File: src/rtl/core_pkg.sv
// ---------------------------------------------------------------------------
// core_pkg
//   Shared definitions for the RV32I in-order core. Decode and execute both
//   import this package so that the one-hot opcode and ALU-operation vectors
//   have the same bit meaning on both sides of the pipeline register.
//
//   Contents:
//     - 7-bit major opcode constants (instr[6:0])
//     - bit-index enums for the o_opcode and o_alu_op one-hot vectors
//     - widths of those one-hot vectors
//     - instr[31:20] codes that identify the privileged SYSTEM instructions
// ---------------------------------------------------------------------------
package core_pkg;

  localparam int OPCODE_W = 11;
  localparam int ALU_OP_W = 14;

  localparam logic [6:0] OPC_LUI    = 7'b0110111;
  localparam logic [6:0] OPC_AUIPC  = 7'b0010111;
  localparam logic [6:0] OPC_JAL    = 7'b1101111;
  localparam logic [6:0] OPC_JALR   = 7'b1100111;
  localparam logic [6:0] OPC_BRANCH = 7'b1100011;
  localparam logic [6:0] OPC_LOAD   = 7'b0000011;
  localparam logic [6:0] OPC_STORE  = 7'b0100011;
  localparam logic [6:0] OPC_OP_IMM = 7'b0010011;
  localparam logic [6:0] OPC_OP     = 7'b0110011;
  localparam logic [6:0] OPC_FENCE  = 7'b0001111;
  localparam logic [6:0] OPC_SYSTEM = 7'b1110011;

  // Bit positions inside the o_opcode one-hot vector (bit 0 = LUI).
  typedef enum logic [3:0] {
    OP_IDX_LUI    = 4'd0,
    OP_IDX_AUIPC  = 4'd1,
    OP_IDX_JAL    = 4'd2,
    OP_IDX_JALR   = 4'd3,
    OP_IDX_BRANCH = 4'd4,
    OP_IDX_LOAD   = 4'd5,
    OP_IDX_STORE  = 4'd6,
    OP_IDX_OP_IMM = 4'd7,
    OP_IDX_OP     = 4'd8,
    OP_IDX_FENCE  = 4'd9,
    OP_IDX_SYSTEM = 4'd10
  } opcode_idx_e;

  // Bit positions inside the o_alu_op one-hot vector (bit 0 = ADD).
  typedef enum logic [3:0] {
    ALU_ADD  = 4'd0,
    ALU_SUB  = 4'd1,
    ALU_SLT  = 4'd2,
    ALU_SLTU = 4'd3,
    ALU_XOR  = 4'd4,
    ALU_OR   = 4'd5,
    ALU_AND  = 4'd6,
    ALU_SLL  = 4'd7,
    ALU_SRL  = 4'd8,
    ALU_SRA  = 4'd9,
    ALU_EQ   = 4'd10,
    ALU_NEQ  = 4'd11,
    ALU_GE   = 4'd12,
    ALU_GEU  = 4'd13
  } alu_idx_e;

  localparam logic [11:0] SYS_ECALL  = 12'h000;
  localparam logic [11:0] SYS_EBREAK = 12'h001;
  localparam logic [11:0] SYS_MRET   = 12'h302;
  localparam logic [11:0] SYS_WFI    = 12'h105;

endpackage

File: src/rtl/decode_imm_gen.sv
// ---------------------------------------------------------------------------
// imm_gen
//   Purely combinational immediate extractor for the decode stage. Picks the
//   I/S/B/U/J format from the major opcode and sign-extends from instr[31].
//   FENCE, OP and any unrecognised or compressed encoding produce 0.
//
//   Ports:
//     i_instr  in  32  instruction word
//     o_imm    out 32  sign-extended immediate
// ---------------------------------------------------------------------------
module imm_gen
  import core_pkg::*;
(
  input  logic [31:0] i_instr,
  output logic [31:0] o_imm
);

  // Format selection by major opcode. B and J immediates are halfword
  // offsets, so their bit 0 is always zero.
  always_comb begin
    o_imm = 32'd0;
    case (i_instr[6:0])
      OPC_LOAD, OPC_OP_IMM, OPC_JALR, OPC_SYSTEM:
        o_imm = {{20{i_instr[31]}}, i_instr[31:20]};
      OPC_STORE:
        o_imm = {{20{i_instr[31]}}, i_instr[31:25], i_instr[11:7]};
      OPC_BRANCH:
        o_imm = {{19{i_instr[31]}}, i_instr[31], i_instr[7],
                 i_instr[30:25], i_instr[11:8], 1'b0};
      OPC_LUI, OPC_AUIPC:
        o_imm = {i_instr[31:12], 12'd0};
      OPC_JAL:
        o_imm = {{11{i_instr[31]}}, i_instr[31], i_instr[19:12],
                 i_instr[20], i_instr[30:21], 1'b0};
      default:
        o_imm = 32'd0;
    endcase
  end

endmodule

File: src/rtl/decode.sv
// ---------------------------------------------------------------------------
// decode
//   Second stage of the RV32I in-order pipeline. Captures the instruction and
//   PC from fetch whenever fetch's clock enable is high and the pipeline is
//   not stalled, and registers the decoded fields for execute. The execute
//   clock enable (clk_en) follows fetch's enable one cycle later, is frozen
//   by stall, and is cleared by flush.
//
//   Optional feature macro: DECODE_ILLEGAL_CHK_EN
//     defined   -> o_illegal is a registered illegal-instruction flag
//     undefined -> o_illegal is tied to 0
//
//   Ports:
//     clk, rst                 clock, async active-high reset
//     i_instr, i_pc, i_ce      instruction, PC and enable from fetch
//     stall, flush             pipeline control
//     o_pc                     registered PC
//     o_rs1_addr, o_rs2_addr   source register addresses
//     o_rd_addr, o_rd_wr       destination address (0 when not written)
//     o_imm                    sign-extended immediate
//     o_funct3                 instr[14:12]
//     o_opcode                 11-bit one-hot major opcode
//     o_alu_op                 14-bit one-hot ALU operation
//     o_ecall, o_ebreak,
//     o_mret, o_wfi            system instruction flags
//     o_illegal                illegal-instruction flag
//     clk_en                   clock enable for execute
// ---------------------------------------------------------------------------
module decode
  import core_pkg::*;
(
  input  logic        clk,
  input  logic        rst,
  input  logic [31:0] i_instr,
  input  logic [31:0] i_pc,
  input  logic        i_ce,
  input  logic        stall,
  input  logic        flush,
  output logic [31:0] o_pc,
  output logic [4:0]  o_rs1_addr,
  output logic [4:0]  o_rs2_addr,
  output logic [4:0]  o_rd_addr,
  output logic        o_rd_wr,
  output logic [31:0] o_imm,
  output logic [2:0]  o_funct3,
  output logic [10:0] o_opcode,
  output logic [13:0] o_alu_op,
  output logic        o_ecall,
  output logic        o_ebreak,
  output logic        o_mret,
  output logic        o_wfi,
  output logic        o_illegal,
  output logic        clk_en
);

  logic [6:0]  w_opc;
  logic [2:0]  w_funct3;
  logic [4:0]  w_rs1;
  logic [4:0]  w_rs2;
  logic [4:0]  w_rd;
  logic        w_upd;
  logic [31:0] w_imm;
  logic [10:0] w_opcodeOh;
  logic [13:0] w_aluOh;
  logic        w_rdWr;
  logic [4:0]  w_rdAddr;
  logic        w_sysBase;
  logic        w_ecall;
  logic        w_ebreak;
  logic        w_mret;
  logic        w_wfi;

  logic [31:0] r_pc;
  logic [4:0]  r_rs1Addr;
  logic [4:0]  r_rs2Addr;
  logic [4:0]  r_rdAddr;
  logic        r_rdWr;
  logic [31:0] r_imm;
  logic [2:0]  r_funct3;
  logic [10:0] r_opcode;
  logic [13:0] r_aluOp;
  logic        r_ecall;
  logic        r_ebreak;
  logic        r_mret;
  logic        r_wfi;
  logic        r_clkEn;

  assign w_opc    = i_instr[6:0];
  assign w_funct3 = i_instr[14:12];
  assign w_rs1    = i_instr[19:15];
  assign w_rs2    = i_instr[24:20];
  assign w_rd     = i_instr[11:7];
  assign w_upd    = i_ce & ~stall;

  imm_gen u_immGen (
    .i_instr (i_instr),
    .o_imm   (w_imm)
  );

  // Major opcode to one-hot. All RV32I opcodes end in 2'b11, so a compressed
  // encoding never matches and leaves the vector all-zero.
  always_comb begin
    w_opcodeOh = '0;
    case (w_opc)
      OPC_LUI:    w_opcodeOh[OP_IDX_LUI]    = 1'b1;
      OPC_AUIPC:  w_opcodeOh[OP_IDX_AUIPC]  = 1'b1;
      OPC_JAL:    w_opcodeOh[OP_IDX_JAL]    = 1'b1;
      OPC_JALR:   w_opcodeOh[OP_IDX_JALR]   = 1'b1;
      OPC_BRANCH: w_opcodeOh[OP_IDX_BRANCH] = 1'b1;
      OPC_LOAD:   w_opcodeOh[OP_IDX_LOAD]   = 1'b1;
      OPC_STORE:  w_opcodeOh[OP_IDX_STORE]  = 1'b1;
      OPC_OP_IMM: w_opcodeOh[OP_IDX_OP_IMM] = 1'b1;
      OPC_OP:     w_opcodeOh[OP_IDX_OP]     = 1'b1;
      OPC_FENCE:  w_opcodeOh[OP_IDX_FENCE]  = 1'b1;
      OPC_SYSTEM: w_opcodeOh[OP_IDX_SYSTEM] = 1'b1;
      default:    w_opcodeOh = '0;
    endcase
  end

  // ALU operation select. instr[30] is funct7[5]; it only selects SUB for
  // register-register OP, because in OP_IMM with funct3 = 000 it is just an
  // immediate bit. Both OP and OP_IMM use it to pick SRA over SRL. Branch
  // funct3 codes 010/011 are undefined and fall back to ADD.
  always_comb begin
    w_aluOh = '0;
    if (w_opcodeOh[OP_IDX_OP] || w_opcodeOh[OP_IDX_OP_IMM]) begin
      case (w_funct3)
        3'b000: begin
          if (w_opcodeOh[OP_IDX_OP] && i_instr[30]) w_aluOh[ALU_SUB] = 1'b1;
          else                                       w_aluOh[ALU_ADD] = 1'b1;
        end
        3'b001: w_aluOh[ALU_SLL]  = 1'b1;
        3'b010: w_aluOh[ALU_SLT]  = 1'b1;
        3'b011: w_aluOh[ALU_SLTU] = 1'b1;
        3'b100: w_aluOh[ALU_XOR]  = 1'b1;
        3'b101: begin
          if (i_instr[30]) w_aluOh[ALU_SRA] = 1'b1;
          else             w_aluOh[ALU_SRL] = 1'b1;
        end
        3'b110: w_aluOh[ALU_OR]   = 1'b1;
        default: w_aluOh[ALU_AND] = 1'b1;
      endcase
    end else if (w_opcodeOh[OP_IDX_BRANCH]) begin
      case (w_funct3)
        3'b000:  w_aluOh[ALU_EQ]   = 1'b1;
        3'b001:  w_aluOh[ALU_NEQ]  = 1'b1;
        3'b100:  w_aluOh[ALU_SLT]  = 1'b1;
        3'b101:  w_aluOh[ALU_GE]   = 1'b1;
        3'b110:  w_aluOh[ALU_SLTU] = 1'b1;
        3'b111:  w_aluOh[ALU_GEU]  = 1'b1;
        default: w_aluOh[ALU_ADD]  = 1'b1;
      endcase
    end else begin
      w_aluOh[ALU_ADD] = 1'b1;
    end
  end

  // Writes to x0 are dropped here so execute never has to special-case it;
  // the address is zeroed too so forwarding logic sees a clean 0.
  assign w_rdWr = (w_rd != 5'd0) &&
                  !(w_opcodeOh[OP_IDX_BRANCH] || w_opcodeOh[OP_IDX_STORE] ||
                    w_opcodeOh[OP_IDX_FENCE]  ||
                    (w_opcodeOh[OP_IDX_SYSTEM] && (w_funct3 == 3'b000)));
  assign w_rdAddr = w_rdWr ? w_rd : 5'd0;

  assign w_sysBase = w_opcodeOh[OP_IDX_SYSTEM] && (w_funct3 == 3'b000) &&
                     (w_rs1 == 5'd0) && (w_rd == 5'd0);
  assign w_ecall  = w_sysBase && (i_instr[31:20] == SYS_ECALL);
  assign w_ebreak = w_sysBase && (i_instr[31:20] == SYS_EBREAK);
  assign w_mret   = w_sysBase && (i_instr[31:20] == SYS_MRET);
  assign w_wfi    = w_sysBase && (i_instr[31:20] == SYS_WFI);

  // Pipeline register. Data loads only when fetch presents a valid word and
  // the pipe is moving. clk_en is frozen by stall (so a flush during a stall
  // is ignored), cleared by flush, and otherwise follows fetch's enable,
  // which turns an i_ce gap into a bubble for execute.
  always_ff @(posedge clk or posedge rst) begin
    if (rst) begin
      r_pc      <= 32'd0;
      r_rs1Addr <= 5'd0;
      r_rs2Addr <= 5'd0;
      r_rdAddr  <= 5'd0;
      r_rdWr    <= 1'b0;
      r_imm     <= 32'd0;
      r_funct3  <= 3'd0;
      r_opcode  <= '0;
      r_aluOp   <= '0;
      r_ecall   <= 1'b0;
      r_ebreak  <= 1'b0;
      r_mret    <= 1'b0;
      r_wfi     <= 1'b0;
      r_clkEn   <= 1'b0;
    end else begin
      if (w_upd) begin
        r_pc      <= i_pc;
        r_rs1Addr <= w_rs1;
        r_rs2Addr <= w_rs2;
        r_rdAddr  <= w_rdAddr;
        r_rdWr    <= w_rdWr;
        r_imm     <= w_imm;
        r_funct3  <= w_funct3;
        r_opcode  <= w_opcodeOh;
        r_aluOp   <= w_aluOh;
        r_ecall   <= w_ecall;
        r_ebreak  <= w_ebreak;
        r_mret    <= w_mret;
        r_wfi     <= w_wfi;
      end
      if (!stall) begin
        r_clkEn <= flush ? 1'b0 : i_ce;
      end
    end
  end

`ifdef DECODE_ILLEGAL_CHK_EN
  logic [6:0] w_funct7;
  logic       w_illegal;
  logic       r_illegal;

  assign w_funct7 = i_instr[31:25];

  // Illegal when the opcode is unknown (including compressed words), a
  // funct3/funct7 is undefined for its class, a SYSTEM funct3=000 word is
  // not one of the four recognised privileged instructions, or the word is
  // all-zero / all-one (typical of uninitialised memory).
  assign w_illegal =
      (w_opcodeOh == '0) ||
      (w_opcodeOh[OP_IDX_BRANCH] && ((w_funct3 == 3'b010) || (w_funct3 == 3'b011))) ||
      (w_opcodeOh[OP_IDX_LOAD] && ((w_funct3 == 3'b011) || (w_funct3 == 3'b110) ||
                                   (w_funct3 == 3'b111))) ||
      (w_opcodeOh[OP_IDX_STORE] && (w_funct3 >= 3'b011)) ||
      (w_opcodeOh[OP_IDX_OP] && (w_funct7 != 7'h00) && (w_funct7 != 7'h20)) ||
      (w_opcodeOh[OP_IDX_SYSTEM] && (w_funct3 == 3'b000) &&
       !(w_ecall || w_ebreak || w_mret || w_wfi)) ||
      (i_instr == 32'h0000_0000) ||
      (i_instr == 32'hFFFF_FFFF);

  // The illegal flag travels with the rest of the decoded fields.
  always_ff @(posedge clk or posedge rst) begin
    if (rst) begin
      r_illegal <= 1'b0;
    end else if (w_upd) begin
      r_illegal <= w_illegal;
    end
  end

  assign o_illegal = r_illegal;
`else
  assign o_illegal = 1'b0;
`endif

  assign o_pc       = r_pc;
  assign o_rs1_addr = r_rs1Addr;
  assign o_rs2_addr = r_rs2Addr;
  assign o_rd_addr  = r_rdAddr;
  assign o_rd_wr    = r_rdWr;
  assign o_imm      = r_imm;
  assign o_funct3   = r_funct3;
  assign o_opcode   = r_opcode;
  assign o_alu_op   = r_aluOp;
  assign o_ecall    = r_ecall;
  assign o_ebreak   = r_ebreak;
  assign o_mret     = r_mret;
  assign o_wfi      = r_wfi;
  assign clk_en     = r_clkEn;

endmodule
File: config.mk
export PLATFORM = sky130hd
export DESIGN_NAME = decode
export DESIGN_NICKNAME = d
export VERILOG_FILES = /design/src/rtl/core_pkg.sv /design/src/rtl/decode_imm_gen.sv /design/src/rtl/decode.sv
export SDC_FILE = /design/constraint.sdc
export NUM_CORES = 1
export LEC_CHECK = 0
export BUFFER_PORTS_ARGS = -buffer_cell sky130_fd_sc_hd__buf_4
export CAP_MARGIN = 20
export CORE_AREA = 2 2 113 88
export DETAILED_ROUTE_END_ITERATION = 7
export DIE_AREA = 0 0 115 90
export HOLD_SLACK_MARGIN = 0.08
export PLACE_DENSITY = 0.89
export SLEW_MARGIN = 20
export SYNTH_ARGS = -nofsm -noshare
export SYNTH_HDL_FRONTEND = slang
export SYNTH_SLANG_ARGS = --single-unit
File: constraint.sdc
create_clock -name clk -period 11.19 [get_ports clk]
set_input_delay 2.238 -clock clk [delete_from_list [all_inputs] [get_ports clk]]
set_output_delay 2.238 -clock clk [all_outputs]
set_load 0.02 [all_outputs]
==> key figures <==
Clock tree
  • Number of hold buffers added after cts: 0
  • Max Root-Sink Buffers: 2
  • Setup bufs post-CTS: 0
  • CTS Root Cell: clkbuf_16
  • Skew-Pair Late Insertion Delay: 400 ps
  • Htree depth: 4
  • PostCTS Resize Cnt: 0
  • CTS tree: done
  • CTS Buf Count: 17
  • Clock Sink Count: 113
  • Clock slew at reported path FFs: 60 ps

Yosys
  • Simple-gate share of the synthesized area: 0.214
  • Main combinational cell family by area after synthesis: simple AND/OR/NAND/NOR gates
  • YS warnings: 0
  • Ys async rst share: 1.00
  • Mux cell area share after synthesis: 0.00478
  • Post-synthesis adder-cell area fraction: 0
  • Synth Area in Compound Gates: 0.144
  • Synthesized area: 4710 um2
  • Syn Nets: 546
  • Seq/Total Area, Yosys: 0.601
  • Cells after synthesis: 477
  • Seq cells post-synth: 113
  • Post-synth EDFFs: 0
  • Primary FF master, synth: dfrtp_1
  • XOR/XNOR Fraction of Synth Area: 0.00186
  • Post-synth cell types: 47
  • Avg Synthesized Cell Area: 9.87 um2

Global routing
  • Total GRT Usage: 0.260
  • Remaining global-route overflow: 0
  • Number of global-route vias before repair: 4145
  • Pin count of the biggest net entering global routing: 95
  • First-pass GRT wire length: 21.1 mm
  • Initial antenna violation count: 0

Timing
  • Final Hold Fails: 0
  • Setup TNS: 0 ps
  • RSZ-0062 raised after global routing: no
  • Final period util: 0.362
  • Final setup violation count: 0
  • Clock Skew: 0 ps
  • Worst-Margin Slew: 1000 ps
  • Max Slew Vio Count: 0
  • Max Clk Rate: 0.247 GHz
  • Slew margin rel.: 0.325
  • Min cycle time layout: 4050 ps

Setup path
  • CP max stage delay: 770 ps
  • Crit path capture type: flip-flop
  • CP Cell Sequence: buf_4 -> nand2b_4 -> buf_4 -> nor2_1 -> a221o_1
  • Crit path max fanout: 94
  • Slowest library cell on the worst path: buf_4
  • CP arrival: 4330 ps
  • Kind of critical path: in -> reg
  • Startpoint Class: primary input
  • Crit-path most repeated cell: buf_4
  • Crit path required time: ~11000 ps

Route
  • DR pass1 iterations: 5
  • Vias: 4373
  • Residual DRC count: 0
  • Vias/cell: 5.64
  • Starting DRT DRC Count: ~350
  • Post-route ant nets: 0
  • Total routed wirelength: 13.6 mm
  • WL per Instance: 17.5 um

Floorplan
  • Placement Rows: 31
  • Initial Util: 0.506
  • DIE HEIGHT: approximately 90 um
  • Die area: 10400 um2
  • I/O pins: 183
  • Chip width: 115 um
  • Core Region: roughly 9300 um2

Power and ir drop
  • Leakage power total: 3.44 nW
  • Peak VDD IR: ~0.000092 V
  • P per Cell Area: 172 nW/um2

Placed design
  • Placed cell count: between 700 and 800
  • Hpwl dp: around 9.5 mm
  • Port bufs: 181
  • GPL Wtd Cong: ~0.81

Final layout
  • Antenna Cells: 0
  • Most frequent cells in the layout: buf_4, nand2_1, dfrtp_1
  • Final Non-Filler Cells: 776
  • Layout Nets: roughly 720
  • Commonest non-fill, non-tap cell in the layout: buf_4
  • Share of cells above drive strength 1: 0.343
  • Area grow syn2layout: 41.9%

Flow run
  • Max Cap Viol: 0

Status
  • Status: completed

Hold path
  • Hold Path Class: reg -> reg
[worst paths after layout]
| check | from | endpoint | slack (ps) | cells after the start |
|---|---|---|---|---|
| hold / removal | o_pc[7] | o_pc[7] | 480 | 2 |
| max in group asynchronous | rst | o_imm[15] | 8030 | 3 |
| setup reg to reg | o_imm[22] | o_imm[22] | 10320 | 1 |
| min in group asynchronous | rst | o_pc[18] | 1910 | 2 |
| hold reg to reg | o_pc[7] | o_pc[7] | 480 | 2 |
| setup / recovery | stall | o_imm[22] | 7140 | 5 |
[power by group]
| part | internal, mW | switching [mW] | leakage, nW |
|---|---|---|---|
| clock | 0.326 | 0.192 | 0.272 |
| sequential | 0.438 | 0.0183 | 1.48 |
| combinational | 0.0715 | 0.102 | 1.69 |
| total | 0.836 | 0.312 | 3.44 |
[worst max-delay path, delay by kind of cell]
family,cells,cell delay [ps]
buffers and inverters,2,880
AND/OR/NAND/NOR,2,750
AO/OA/AOI/OAI,1,400
[cells by family (layout without fill, tap and decap cells)]
logic type / after synthesis / count (layout)
flip-flops: 113 / 113
other: 1 / 1
AO/OA/AOI/OAI: 89 / 89
multiplexers: 2 / 2
XOR/XNOR: 1 / 1
buffers and inverters: 36 / 220
AND/OR/NAND/NOR: 235 / 235
[synth_stat cells (5+ instances only)]
master | n | area share
o31ai_1 | 6 | 0.0096
a21oi_1 | 8 | 0.0085
nand2_1 | 171 | 0.14
a22o_1 | 16 | 0.030
nor2_1 | 20 | 0.016
a221o_1 | 20 | 0.043
o21ai_0 | 20 | 0.021
dfrtp_1 | 113 | 0.60
buf_1 | 6 | 0.0048
clkbuf_1 | 19 | 0.015
nand3_1 | 11 | 0.012
a31oi_1 | 5 | 0.0066
nor3_1 | 6 | 0.0064
[through the flow]
step                hold slack [ps]  setup slack, ps  power [mW]  area [um2]   util
floorplan                       577             5960       0.549        4710      -
global placement                458             6900       0.632        6110  0.656
detailed placement              464             6790       0.637        6110  0.656
CTS                             480             7200        1.16        6680  0.717
global route                    503             7010        1.19        6680  0.717
finish                          476             7140        1.15        6680  0.717
[state kept, by name, indices dropped and copies added (netlist names)]
name	cells
o_ecall	1
o_imm	32
o_rd_addr	5
o_pc	32
o_wfi	1
o_opcode	11
o_rs2_addr	5
o_alu_op	14
o_mret	1
clk_en	1
o_ebreak	1
o_funct3	3
o_rs1_addr	5
o_rd_wr	1
[area by class of cell]
class	instances	area, um2
well taps	115	144
clock inverters	14	141
flip-flops and latches	113	2830
repair buffers	184	1380
fillers	688	2630
inverters	4	17.5
multi-input cells	328	1740
clock buffers	18	429
[metal layers]
metal | GRT usage | wire length, um
met2 | 0.400 | 6290
met5 | 0 | 0
met4 | 0.0733 | 142
met1 | 0.362 | 5860
met3 | 0.0735 | 1270
Note: power is estimated with default switching activity, not from simulation.
